### src/rtl/multi_rate_divider_pkg.sv
// rtl/multi_rate_divider_pkg.sv - shared constants and helpers for the multi-rate clock divider
package multi_rate_divider_pkg;

    localparam int CNT_W_DEF  = 8;
    localparam int NUM_CH_DEF = 2;
    localparam int NUM_CH_MAX = 8;

    // 5.6448 MHz master: ch0 -> 44.1 kHz (half 64), ch1 -> 176.4 kHz (half 16)
    localparam logic [NUM_CH_DEF*CNT_W_DEF-1:0] DEF_HALF_DEF = {8'd16, 8'd64};

    function automatic int sel_width(input int n);
        return (n > 1) ? $clog2(n) : 1;
    endfunction

endpackage

### src/rtl/multi_rate_divider_div_channel.sv
// rtl/multi_rate_divider_div_channel.sv - one 50%-duty divided clock with tick strobe and deferred ratio update
module div_channel
    import multi_rate_divider_pkg::*;
#(
    parameter int               CNT_W    = CNT_W_DEF,
    parameter logic [CNT_W-1:0] RST_HALF = CNT_W'(64)
) (
    input  logic             clk_in,
    input  logic             reset,
    input  logic             enable,
    input  logic             sync_req,
    input  logic             wr,
    input  logic [CNT_W-1:0] wr_val,
    output logic             clk_out,
    output logic             tick,
    output logic             pend
);

    logic [CNT_W-1:0] cnt;
    logic [CNT_W-1:0] half;
    logic [CNT_W-1:0] pending;
    logic             terminal;
    logic             apply_edge;

    assign terminal   = (cnt == (half - CNT_W'(1)));
    // Ratio swaps only on the falling toggle so every period has equal halves
    assign apply_edge = enable && terminal && clk_out;

    always_ff @(posedge clk_in) begin
        if (reset) begin
            cnt     <= '0;
            half    <= RST_HALF;
            pending <= RST_HALF;
            clk_out <= 1'b0;
            tick    <= 1'b0;
            pend    <= 1'b0;
        end else begin
            if (sync_req) begin
                cnt     <= '0;
                clk_out <= 1'b0;
                tick    <= 1'b0;
                if (pend) begin
                    half <= pending;
                end
            end else if (enable) begin
                if (terminal) begin
                    cnt     <= '0;
                    clk_out <= ~clk_out;
                    tick    <= ~clk_out;
                    if (clk_out && pend) begin
                        half <= pending;
                    end
                end else begin
                    cnt  <= cnt + CNT_W'(1);
                    tick <= 1'b0;
                end
            end else begin
                tick <= 1'b0;
            end

            // A same-cycle write lands after the old pending value has been consumed
            if (wr) begin
                pending <= wr_val;
                pend    <= 1'b1;
            end else if (sync_req || apply_edge) begin
                pend <= 1'b0;
            end
        end
    end

endmodule

### src/rtl/multi_rate_divider.sv
// rtl/multi_rate_divider.sv - NUM_CH independent divided clocks with write decode and error strobe
module multi_rate_divider
    import multi_rate_divider_pkg::*;
#(
    parameter int                          NUM_CH   = NUM_CH_DEF,
    parameter int                          CNT_W    = CNT_W_DEF,
    parameter logic [NUM_CH*CNT_W-1:0]     DEF_HALF = DEF_HALF_DEF,
    localparam int                         SEL_W    = sel_width(NUM_CH)
) (
    input  logic              clk_in,
    input  logic              reset,
    input  logic              enable,
    input  logic              sync_req,
    input  logic              div_wr,
    input  logic [SEL_W-1:0]  div_sel,
    input  logic [CNT_W-1:0]  div_val,
    output logic [NUM_CH-1:0] clk_out,
    output logic [NUM_CH-1:0] tick,
    output logic [NUM_CH-1:0] pend,
    output logic              wr_err
);

    localparam int CH_LIM = (NUM_CH < NUM_CH_MAX) ? NUM_CH : NUM_CH_MAX;

    logic wr_ok;
    logic wr_bad;

    assign wr_ok  = div_wr && (div_val != '0) && (int'(div_sel) < CH_LIM);
    assign wr_bad = div_wr && !wr_ok;

    always_ff @(posedge clk_in) begin
        if (reset) begin
            wr_err <= 1'b0;
        end else begin
            wr_err <= wr_bad;
        end
    end

    for (genvar i = 0; i < NUM_CH; i++) begin : g_ch
        logic ch_wr;

        assign ch_wr = wr_ok && (int'(div_sel) == i);

        div_channel #(
            .CNT_W    (CNT_W),
            .RST_HALF (DEF_HALF[i*CNT_W +: CNT_W])
        ) u_ch (
            .clk_in   (clk_in),
            .reset    (reset),
            .enable   (enable),
            .sync_req (sync_req),
            .wr       (ch_wr),
            .wr_val   (div_val),
            .clk_out  (clk_out[i]),
            .tick     (tick[i]),
            .pend     (pend[i])
        );
    end

endmodule
### config.mk
export PLATFORM = sky130hd
export DESIGN_NAME = multi_rate_divider
export DESIGN_NICKNAME = d
export VERILOG_FILES = /design/src/rtl/multi_rate_divider_pkg.sv /design/src/rtl/multi_rate_divider_div_channel.sv /design/src/rtl/multi_rate_divider.sv
export SDC_FILE = /design/constraint.sdc
export NUM_CORES = 1
export LEC_CHECK = 0
export BUFFER_PORTS_ARGS = -buffer_cell sky130_fd_sc_hd__buf_4
export CORE_ASPECT_RATIO = 0.75
export CORE_UTILIZATION = 50
export DETAILED_ROUTE_END_ITERATION = 16
export GPL_TIMING_DRIVEN = 0
export PLACE_DENSITY = 0.71
export SLEW_MARGIN = 15
export SYNTH_ARGS = -nofsm -noshare
export SYNTH_HDL_FRONTEND = slang
export SYNTH_HIERARCHICAL = 1
export SYNTH_SLANG_ARGS = --single-unit
### constraint.sdc
create_clock -name clk_in -period 2.9 [get_ports clk_in]
set_clock_uncertainty 0.2 [all_clocks]
set_input_delay 0.29 -clock clk_in [delete_from_list [all_inputs] [get_ports clk_in]]
set_output_delay 0.29 -clock clk_in [all_outputs]
set_load 0.01 [all_outputs]
==> impl_metrics.tcl, run 1 <==
set metrics [dict create \
    dpl_cell_area_um2 3060 \
    slowest_stage "or4_1" \
    grt_overflow_total 0 \
    ir_worst_vdd_v 0.000191 \
    hold_path.class "in2reg" \
    r2r.worst_path.cells 10 \
    ctsResizeCount 0 \
    ys_async_sr_fraction_pct 0 \
    finalHoldViolations 0 \
    via_per_inst 5.24 \
    grt_pass1_vias 1841 \
    path_cells "inv_1 > ha_1 > or3b_1 > or4_1 > nand4_2 > nor4_4 > buf_4 > a41oi_4 > buf_12 > mux2i_1" \
    wl_per_cell_um 13.2 \
    coreArea_um2 5380 \
    yosys.area_share.adder_pct 1.78 \
    power_leakage_nw 1.35 \
    hpwlAfterDp_um 4020 \
    final.setup.worst_slack_ns 0.163 \
    htreeDepth 2 \
    ys.flop_type "dfxtp_1" \
    power.density_nw_per_um2 412 \
    postCtsHoldBufs 0 \
    track_usage_pct 19.8 \
    slew-limit-headroom_pct 57.0 \
    post-place-cells 393 \
    fmax_mhz 365 \
    critical_path.top_delay_family "simple AND/OR/NAND/NOR gates" \
    synth_compound_area_share_pct 9.52 \
    outcome "finished clean" \
    cts_setup_buffers 0 \
    grt_pass1_wl_um 9000 \
    yosys.area_share.xor_xnor_pct 9.35 \
    antenna_cells 0 \
    yosys.area.top_type "dfxtp_1" \
    cts-root-buf "clkbuf_8" \
    drt_iter0_drc 80 \
    synth_edf_count 0 \
    r2r_start "g_ch[1].u_ch/half[0]" \
    synth_top_family_by_area "simple AND/OR/NAND/NOR gates" \
    pin_count 21 \
    worst-path-buf-inv 3 \
    nets 347 \
    routabilityCongestion 0.801 \
    cts_buffer_depth 2 \
    drt_wl_total_um 5340 \
    ys.warnings.count 6 \
    antenna_found_initial 0 \
    final_area_um2 3180 \
    report.final.slew_viol_count 0 \
    start_kind "flop" \
    worstSetupPathType "reg2reg" \
    cp.arrival_ns 2.77 \
    ant_nets 0 \
    power.total_w 0.00131 \
    critPathCapture "g_ch[1].u_ch/half[3]" \
    yosys-top-cells-count "55 x dfxtp_1, 40 x nor2_1, 32 x mux2i_1, 29 x nand2b_1, 16 x xor2_1" \
    max_stage_delay_ns 0.51 \
    die_area_um2 5930 \
    cts.sinks 55 \
    tightest_slew_ns 0.645 \
    crit_cells 10 \
    ff2ff_setup_slack_ns 0.16 \
    critical_path.max_fanout 7 \
    synth_fp_nets 316 \
    period_minus_slack_ns 2.74 \
    clk_latency_ns 0.30 \
    maxCapViolCount 0 \
    crit_start "g_ch[1].u_ch/half[0]" \
    required_ns 2.93 \
    ys_seq_area_share_pct 39.2 \
    syn_inst 298 \
    nFillCells 497 \
    drt_pre_antenna_iters 4 \
    drive_gt1_share_pct 14.6 \
    grt_max_degree 17 \
    critPathCaptureType "flop" \
    fin_setup_tns_ns 0 \
    reg2reg_to "g_ch[1].u_ch/half[3]" \
    final_cells 404 \
    die_width_um 88.6 \
    period_share_pct 94.4 \
    num_rows 23 \
    cts.clk_slew.worst_paths_ns 0.09 \
    yosys.area_share.simple_pct 26.0 \
    avgSynthCellArea_um2 9.43 \
    cts_tree "done" \
    die_y_um 66.9 \
    yosys-top-cells-area "dfxtp_1 39%, mux2i_1 11%, nand2b_1 6.5%, nor2_1 5.3%, xor2_1 5.0%" \
    start_util_pct 52.2 \
    drc 0 \
    place_ws_ns 0.143 \
    area_growth_pct 13.1 \
    synth_most_common_cell "dfxtp_1" \
    synthMuxAreaShare_pct 11.4 \
    synth_top_area_share_pct 39.2 \
    io_buffers 20 \
    grt_setup_unrepaired "no" \
    via_count 2115 \
    synth-seq-cells 55 \
    setup_viol 0 \
    cts-buffers-inserted 5 \
    syn_area_um2 2810 \
    ys_types 39 \
]
[cell usage in the layout, fill, tap and decap left out, drive strengths merged, types with 8 or more instances in the layout]
master  instances
xnor2          14
nand2b         29
clkbuf         15
mux2i          32
nand2          11
dfxtp          55
nand4           8
xor2           16
inv             8
nor2           40
buf            26
[how the worst min path moves through the flow]
stage,slack [ns],to,cells past startpoint,startpoint
after floorplan,0.21,g_ch[0].u_ch/pending[6],1,div_val[6]
after global placement,0.26,g_ch[1].u_ch/half[0],2,g_ch[1].u_ch/pending[0]
after detailed placement,0.26,g_ch[0].u_ch/half[1],2,g_ch[0].u_ch/pending[1]
after CTS,0.01,g_ch[0].u_ch/pending[6],2,div_val[6]
after global routing,0.004,g_ch[1].u_ch/pending[4],2,div_val[4]
final,0.02,g_ch[0].u_ch/pending[6],2,div_val[6]
[flip-flops by register name, summed over array words and instances (netlist names)]
name and flops:
g_ch.u_ch/pend 2, wr_err 1, g_ch.u_ch/clk_out 2, g_ch.u_ch/half 16, g_ch.u_ch/tick 2, g_ch.u_ch/cnt 16
g_ch.u_ch/pending 16
[layout make-up]
cell class / count / area [um2] / share of cell area [%]
multi-input combinational: 223 / 1630 / 51.3
sequential: 55 / 1100 / 34.6
timing repair buffer: 24 / 193 / 6.06
tap: 75 / 93.8 / 2.95
clock buffer: 5 / 68.8 / 2.16
buffer: 12 / 48.8 / 1.53
inverter: 8 / 30.0 / 0.944
clock inverter: 2 / 13.8 / 0.433
[metal layers]
metal	share of wire [%]	vias to the layer above	routed length [um]	global-route usage (%)
li1	-	1103	-	-
met1	58	970	3070	31.6
met2	38	37	2010	26.0
met3	4.0	5	212	4.21
met4	0.88	0	47	4.84
met5	0	-	0	0
[worst reg2reg max path: stages (launching register included)]
cell,delay [ns]
dfxtp_1,0.37
inv_1,0.08
ha_1,0.22
or3b_1,0.41
or4_1,0.51
nand4_2,0.13
nor4_4,0.05
buf_4,0.17
a41oi_4,0.19
buf_12,0.17
mux2i_1,0.18
[metrics by stage]
stage                     utilization [%]  hold slack, ns
after floorplan                         -           0.212
after global placement               56.8           0.260
after detailed placement             56.8           0.264
after CTS                            58.3          0.0139
after global routing                 59.1         0.00442
final                                59.1          0.0234
[power by group]
group	switching [W]	internal, W	leakage [nW]
sequential	0.0000130	0.000771	0.446
combinational	0.0000666	0.0000597	0.863
clock	0.000235	0.000166	0.0440
total	0.000314	0.000997	1.35
[cells by family (layout without fill, tap and decap cells)]
kind of cell    after synthesis  count (layout)
simple gates                127             127
flops                        55              55
mux                          32              32
compound gates               30              30
xor+xnor                     30              30
buf+inv                      20              51
fa+ha+maj                     4               4
No activity file was read; power rests on OpenSTA's default activity.
==> run 2, diff against run 1 <==
Clock period 2.9 ns to 2.65 ns, I/O delays scaled along.
==> run 2 against run 1 <==
- critical path depth is 1 lower
- clock power up 10%
- register-to-register slack lost 0.08 ns
- utilization grew 1.9 points
- combinational power rose by 18%
==> impl_metrics.tcl, run 2 (synthesized netlist as in run 1, its figures left out) <==
set metrics [dict create \
    outcome "finished clean" \
    grt_pass1_vias 1849 \
    reg2reg_to "g_ch[0].u_ch/half[3]" \
    power.density_nw_per_um2 441 \
    hpwlAfterDp_um 4020 \
    r2r_start "g_ch[0].u_ch/half[1]" \
    net-switching-power_w 0.000350 \
    finalHoldViolations 0 \
    cts-root-buf "clkbuf_8" \
    max_stage_delay_ns 0.51 \
    drt_iter0_drc 94 \
    cts.sinks 55 \
    pwr-share-clk_pct 30.5 \
    critPathCapture "g_ch[0].u_ch/half[3]" \
    io_buffers 20 \
    num_rows 23 \
    critical_path.top_delay_family "simple AND/OR/NAND/NOR gates" \
    routabilityCongestion 0.801 \
    path_cells "inv_1 > ha_4 > or3b_4 > or4_4 > nand4_4 > nor4_4 > a41oi_4 > buf_12 > mux2i_1" \
    report.final.slew_viol_count 0 \
    antenna_cells 0 \
    die_area_um2 5930 \
    cts_tree "done" \
    cts-buffers-inserted 5 \
    grt_max_degree 17 \
    drc 0 \
    grt_overflow_total 0 \
    final_cells 406 \
    antenna_found_initial 0 \
    clk_latency_ns 0.30 \
    cts.clk_slew.worst_paths_ns 0.09 \
    slew-limit-headroom_pct 56.6 \
    combinationalPowerShare_pct 10.3 \
    nFillCells 488 \
    via_count 2146 \
    ff2ff_setup_slack_ns 0.08 \
    required_ns 2.68 \
    r2r.worst_path.cells 9 \
    slowest_stage "or4_4" \
    intPower_w 0.00110 \
    start_kind "flop" \
    drt_wl_total_um 5530 \
    post-place-cells 393 \
    reg.largest.list "g_ch.u_ch/cnt: 16 flops, g_ch.u_ch/half: 16 flops, g_ch.u_ch/pending: 16 flops" \
    hold_path.class "in2reg" \
    worstSetupPathType "reg2reg" \
    htreeDepth 2 \
    place_ws_ns -0.107 \
    drt_pre_antenna_iters 4 \
    period_minus_slack_ns 2.57 \
    wl_per_cell_um 13.6 \
    tightest_slew_ns 0.652 \
    final_cell_mix "53 x dfxtp_1, 39 x nor2_1, 32 x mux2i_1" \
    critical_path.max_fanout 7 \
    power_frac_seq_pct 59.3 \
    area_growth_pct 16.8 \
    setup_viol 0 \
    coreArea_um2 5380 \
    die_y_um 66.9 \
    crit_cells 9 \
    cp.arrival_ns 2.60 \
    start_util_pct 52.2 \
    sw_frac_of_total_pct 24.2 \
    power_leakage_nw 1.35 \
    nets 349 \
    pin_count 21 \
    via_per_inst 5.29 \
    critPathCaptureType "flop" \
    drive_gt1_share_pct 18.1 \
    track_usage_pct 20.0 \
    grt_pass1_wl_um 9110 \
    holdPathStages 3 \
    period_share_pct 97.0 \
    layout_commonest_cell "dfxtp_1" \
    maxCapViolCount 0 \
    crit_start "g_ch[0].u_ch/half[1]" \
    die_width_um 88.6 \
    ir_worst_vdd_v 0.000211 \
    cts_buffer_depth 2 \
    worst-path-buf-inv 2 \
    final.setup.worst_slack_ns 0.0790 \
    ant_nets 0 \
    fmax_mhz 389 \
]
-- run 2: routing by layer --
metal | GRT usage [%] | up-vias | share of wire, % | wire, um
met5 | 0 | - | 0 | 0
met4 | 4.84 | 0 | 0.85 | 47
met3 | 4.21 | 5 | 4.4 | 244
met2 | 26.1 | 47 | 38 | 2110
met1 | 32.1 | 992 | 57 | 3130
li1 | - | 1102 | - | -
-- run 2: how the worst min path moves through the flow --
stage                             from                 endpoint  slack [ns]
3_3_place_gp   g_ch[1].u_ch/pending[0]     g_ch[1].u_ch/half[0]        0.26
2_1_floorplan               div_val[6]  g_ch[0].u_ch/pending[6]        0.19
4_1_cts                     div_val[3]  g_ch[1].u_ch/pending[3]        0.01
5_1_grt                     div_val[3]  g_ch[1].u_ch/pending[3]        0.01
3_5_place_dp   g_ch[0].u_ch/pending[1]     g_ch[0].u_ch/half[1]        0.26
6_report                    div_val[3]  g_ch[1].u_ch/pending[3]        0.02
-- run 2: final cells by class --
class / instances / area (um2) / area share (%)
buffer: 12 / 48.8 / 1.49
clock buffer: 5 / 68.8 / 2.10
clock inverter: 2 / 13.8 / 0.419
inverter: 8 / 30.0 / 0.915
multi-input combinational: 223 / 1700 / 51.7
sequential: 55 / 1110 / 33.7
tap: 75 / 93.8 / 2.86
timing repair buffer: 26 / 225 / 6.86
-- run 2: timing repair --
item,in CTS,in global routing
hold endpoints to repair,2,0
pin swaps,4,3
gates resized for setup,6,12
buffers inserted,2,2
hold buffers,2,0
endpoints found under the setup margin,16,36
-- run 2: stage by stage --
step	TNS (ns)	power (W)	cell area, um2	hold slack (ns)	utilization (%)
6_report	0	0.00145	3280	0.0229	61.0
5_1_grt	-0.199	0.00152	3280	0.0146	61.0
4_1_cts	0	0.00146	3190	0.0129	59.3
3_5_place_dp	-1.24	0.00101	3060	0.264	56.8
3_3_place_gp	-0.673	0.00101	3060	0.260	56.8
2_1_floorplan	0	0.000965	2810	0.187	-
-- run 2: tightest hold or removal path: cells and delay by family --
family                 cells  cell delay [ns]
buffers and inverters      1             0.10
AND/OR/NAND/NOR            1             0.07
multiplexers               1             0.06
-- run 2: power by group through the flow --
stage / logic [W] / clock network [W] / registers [W]
detailed placement: 0.000136 / 0 / 0.000878
global route: 0.000163 / 0.000499 / 0.000861
finish: 0.000149 / 0.000441 / 0.000858
CTS: 0.000140 / 0.000459 / 0.000858
floorplan: 0.0000902 / 0 / 0.000875
global placement: 0.000133 / 0 / 0.000877
